$ cat config.mk
export PLATFORM = sky130hd
export DESIGN_NAME = shifter_operand_fetch
export DESIGN_NICKNAME = d
export VERILOG_FILES = /design/src/rtl/shifter_operand_fetch.sv
export SDC_FILE = /design/constraint.sdc
export NUM_CORES = 1
export LEC_CHECK = 0
export CELL_PAD_IN_SITES_DETAIL_PLACEMENT = 1
export CELL_PAD_IN_SITES_GLOBAL_PLACEMENT = 1
export CORE_AREA = 2 2 108 110
export CTS_CLUSTER_SIZE = 16
export DETAILED_ROUTE_END_ITERATION = 10
export DIE_AREA = 0 0 110 112
export PLACE_DENSITY = 0.93
export SETUP_SLACK_MARGIN = 0.4
export SYNTH_ARGS = -nofsm -noshare
export SYNTH_HDL_FRONTEND = slang
export SYNTH_SLANG_ARGS = --single-unit
$ cat constraint.sdc
create_clock -name clk -period 4.4 [get_ports clk]
set_input_delay 0.44 -clock clk [delete_from_list [all_inputs] [get_ports clk]]
set_output_delay 0.44 -clock clk [all_outputs]
set_load 0.03 [all_outputs]
$ cat src/rtl/shifter_operand_fetch.sv
// shifter_operand_fetch: decodes the ARM addressing-mode-1 field of a
// data-processing instruction into a barrel-shifter control word and fetches
// Rm/Rs through one synchronous register-file read port. The resulting
// {barrel_sel, shiftee, shifter} triple is offered to execute under a
// valid/ready handshake.
module shifter_operand_fetch (
  input  logic        clk,
  input  logic        reset,
  input  logic        instr_valid,
  input  logic [31:0] instr,
  output logic        instr_ready,
  output logic        rf_rd_en,
  output logic [3:0]  rf_rd_addr,
  input  logic [31:0] rf_rd_data,
  output logic        op_valid,
  input  logic        op_ready,
  output logic [3:0]  barrel_sel,
  output logic [31:0] shiftee,
  output logic [31:0] shifter,
  output logic        op_illegal,
  input  logic        flush
);

  localparam logic [3:0] SEL_IMMED = 4'b1000;

  typedef enum logic [2:0] {
    IDLE   = 3'd0,
    RD_RM  = 3'd1,
    CAP_RM = 3'd2,
    CAP_RS = 3'd3,
    OUT    = 3'd4
  } state_t;

  state_t     state_r;
  logic [3:0] rs_r;
  logic       reg_shift_r;

  // Decode of the incoming word; only meaningful while an accept happens.
  logic accept_s;
  logic dec_imm_s;
  logic dec_illegal_s;
  logic dec_reg_s;

  assign accept_s      = instr_valid & instr_ready;
  assign dec_imm_s     = instr[25];
  assign dec_illegal_s = ~instr[25] & instr[4] & instr[7];
  assign dec_reg_s     = ~instr[25] & instr[4] & ~instr[7];

  // Sequencer: every output is set on the edge that enters the state it
  // belongs to, so the read strobe is visible during RD_RM (Rm) and CAP_RM (Rs)
  // and the data returns one cycle later in CAP_RM / CAP_RS respectively.
  always_ff @(posedge clk or posedge reset) begin
    if (reset) begin
      state_r     <= IDLE;
      instr_ready <= 1'b0;
      op_valid    <= 1'b0;
      rf_rd_en    <= 1'b0;
      rf_rd_addr  <= 4'd0;
      barrel_sel  <= SEL_IMMED;
      shiftee     <= 32'd0;
      shifter     <= 32'd0;
      op_illegal  <= 1'b0;
      rs_r        <= 4'd0;
      reg_shift_r <= 1'b0;
    end else if (flush) begin
      // Abort wins over any accept or output handshake in the same cycle.
      // Data from a read already issued arrives while idle and is dropped.
      state_r     <= IDLE;
      instr_ready <= 1'b1;
      op_valid    <= 1'b0;
      rf_rd_en    <= 1'b0;
    end else begin
      case (state_r)
        IDLE: begin
          instr_ready <= 1'b1;
          rf_rd_en    <= 1'b0;
          if (accept_s) begin
            instr_ready <= 1'b0;
            rs_r        <= instr[11:8];
            reg_shift_r <= dec_reg_s;
            op_illegal  <= dec_illegal_s;
            if (dec_imm_s) begin
              // Rotate amount is passed undoubled; the shifter doubles it.
              barrel_sel <= SEL_IMMED;
              shiftee    <= {24'd0, instr[7:0]};
              shifter    <= {28'd0, instr[11:8]};
              op_valid   <= 1'b1;
              state_r    <= OUT;
            end else if (dec_illegal_s) begin
              barrel_sel <= SEL_IMMED;
              shiftee    <= 32'd0;
              shifter    <= 32'd0;
              op_valid   <= 1'b1;
              state_r    <= OUT;
            end else begin
              barrel_sel <= {1'b0, instr[6:5], dec_reg_s};
              if (!dec_reg_s) begin
                shifter <= {27'd0, instr[11:7]};
              end else begin
                shifter <= shifter;
              end
              rf_rd_en   <= 1'b1;
              rf_rd_addr <= instr[3:0];
              state_r    <= RD_RM;
            end
          end else begin
            state_r <= IDLE;
          end
        end
        RD_RM: begin
          if (reg_shift_r) begin
            rf_rd_en   <= 1'b1;
            rf_rd_addr <= rs_r;
          end else begin
            rf_rd_en <= 1'b0;
          end
          state_r <= CAP_RM;
        end
        CAP_RM: begin
          shiftee  <= rf_rd_data;
          rf_rd_en <= 1'b0;
          if (reg_shift_r) begin
            state_r <= CAP_RS;
          end else begin
            op_valid <= 1'b1;
            state_r  <= OUT;
          end
        end
        CAP_RS: begin
          shifter  <= rf_rd_data;
          rf_rd_en <= 1'b0;
          op_valid <= 1'b1;
          state_r  <= OUT;
        end
        OUT: begin
          rf_rd_en <= 1'b0;
          if (op_ready) begin
            op_valid    <= 1'b0;
            instr_ready <= 1'b1;
            state_r     <= IDLE;
          end else begin
            state_r <= OUT;
          end
        end
        default: begin
          state_r     <= IDLE;
          instr_ready <= 1'b1;
          op_valid    <= 1'b0;
          rf_rd_en    <= 1'b0;
        end
      endcase
    end
  end

endmodule

==> out/metrics.csv <==
metric,value,unit
cts_resized,0,
clockRootBuffer,clkbuf_16,
htreeDepth,3,
dieArea,12300,um^2
tns,0,ps
synth_edf_count,0,
worst_pin_slew,1050,ps
synth_area_leaders,"dfrtp_1 (54%), nand2_1 (9.1%), mux2i_1 (7.6%)",
numCtsBuffers,9,
port_buffers,125,
grt_pass1_wl,18400,um
drc,0,
whs,483,ps
ios,145,
syn-instance-count,380,
synth_cell_types,42,
clkTransAtPathRegs,60,ps
antenna_cells,0,
antenna_found_initial,0,
synth_top_area_cell,dfrtp_1,
hp-class,flip-flop to flip-flop,
arrival,2900,ps
grtUsageTotal,19.5,%
fin_crit_sh,60.3,%
hold_viol,0,
hold_buffers,0,
final_cell_area,5480,um^2
clk_latency,340,ps
place_area,5180,um^2
area_delta_synth_final,42.7,%
rsz0062_at_grt,no,
synth-main-ff-cell,dfrtp_1,
coreArea,11200,um^2
synth_seq_cells,84,
path_max_fanout,17,
fmax,377,MHz
critPathKind,input pin to flip-flop,
relSlewSlack,30.1,%
fp.dieW,110,um
cts_tree,yes,
grt_max_degree,55,
wire_per_inst,18.0,um
worstHoldPathCells,1,
r2r_cells,5,
routed_wl,11600,um
vias_per_cell,4.93,
drive_gt1_share,9.70,%
die_y,112,um
synthArstFlopShare,100,%
place_congestion,0.809,
worstReg2RegStart,state_r[1],
syn-cell-area,3840,um^2
hold_start,shiftee[4],
slowest_delay,680,ps
fin_nets,569,
std_cell_rows,39,
yosys_warnings,0,
maxCapViolCount,0,
ir_drop,0.000205,V
synth_top_area_share,54.1,%
dp_hpwl,8410,um
cts_sinks,84,
drt_iter0_drc,133,
routed-via-count,3193,
whs_endpoint,shiftee[4],
gr-total-overflow,0,
power_density,403,nW/um^2
syn_avg_cell_area,10.1,um^2
setup_viol,0,
ant_nets,0,
seq_area_frac_synth,54.8,%
cp-end-kind,flip-flop,
start_kind,input pin,
power_leakage,2.42,nW
first_global_vias,3482,
slowest_stage,clkdlybuf4s50_1,
outcome,finished clean,
start_util,34.4,%
critPathRequiredTime,4650,ps
period_minus_slack,2660,ps
r2r_slack,2120,ps
skew,6.76,ps
drtPass1Iterations,4,
post_cts.repair.setup_buffers,0,
finalMaxSlewViolations,0,
syn_nets,449,
cts.path.max_buffers,2,
path_cells,"clkdlybuf4s50_1, or2b_1, o21ai_1, a221o_2, buf_4, mux2i_1",
reg2reg_to,shiftee[12],
worst max path at each step:
stage / slack (ps) / endpoint / start
after global routing: 1580 / shifter[26] / instr[25]
final: 1740 / shifter[26] / instr[25]
after global placement: 1520 / shifter[29] / instr[25]
after detailed placement: 1400 / shifter[16] / instr[25]
after CTS: 1740 / shifter[26] / instr[25]
after floorplan: 1800 / barrel_sel[0] / reset
logic make-up after synthesis:
kind of cell    after synthesis  share of synthesized area [%]
mux                          46                           12.8
simple gates                127                           15.4
compound gates               68                           10.4
flops                        84                           54.8
buf+inv                      55                           6.55
sequential cells by signal, summed over array words and instances, names as in the netlist:
signal / count
rf_rd_addr: 4
shifter: 32
reg_shift_r: 1
shiftee: 32
op_illegal: 1
barrel_sel: 4
rf_rd_en: 1
state_r: 3
rs_r: 4
instr_ready: 1
op_valid: 1
cells in the final DEF (no fill, tap or decap), drive strengths merged, types with 2 or more instances in the layout:
cell,count
nand3b,3
and3,6
nand2,93
a221oi,3
nor3b,3
nand3,4
clkinv,2
nand2b,3
mux2,17
a21o,6
dfrtp,83
a31oi,2
inv,33
nor3,4
buf,5
clkinvlp,4
a21oi,16
clkdlybuf4s50,125
clkbuf,10
nor2,5
o21ai,34
mux2i,29
synthesized netlist by cell type, drive strengths merged (4+ instances only):
library cell,instances
a21o,6
a21oi,16
and3,6
buf,11
clkbuf,10
dfrtp,83
inv,34
mux2,17
mux2i,29
nand2,93
nand3,4
nor2,5
nor3,4
o21ai,34
area by class of cell:
class	count	area, um^2
fill	1245	5700
clock buffer	10	229
sequential	84	2100
tap	143	179
clock inverter	6	65.1
timing repair buffer	130	1290
inverter	34	129
multi-input combinational	241	1490
worst max-delay path: cells and delay by family:
kind,cells,cell delay [ps]
AO/OA/AOI/OAI,2,710
buffers and inverters,2,1100
multiplexers,1,250
AND/OR/NAND/NOR,1,380
power by group:
group | leakage [nW] | switching (mW) | internal (mW) | total, mW
Sequential | 1.12 | 0.0546 | 0.858 | 0.913
Clock | 0.131 | 0.314 | 0.439 | 0.753
Combinational | 1.17 | 0.301 | 0.241 | 0.542
Total | 2.42 | 0.669 | 1.54 | 2.21
metal layers:
layer,vias to the layer above,part of all wire [%],GRT usage [%]
met2,84,52,34.4
met3,10,3.9,4.10
met1,1608,43,24.1
met5,-,0,0
li1,1491,-,-
met4,0,1.0,4.39
per-stage QoR:
| stage | std cells | power (mW) | setup slack [ps] | utilization (%) |
|---|---|---|---|---|
| floorplan | 380 | 1.22 | 1800 | - |
| global placement | 632 | 1.45 | 1520 | 46.4 |
| detailed placement | 632 | 1.47 | 1400 | 46.4 |
| CTS | 648 | 2.23 | 1740 | 49.0 |
| global route | 648 | 2.30 | 1580 | 49.0 |
| finish | 648 | 2.21 | 1740 | 49.0 |
No activity file was read; power rests on OpenSTA's default activity.
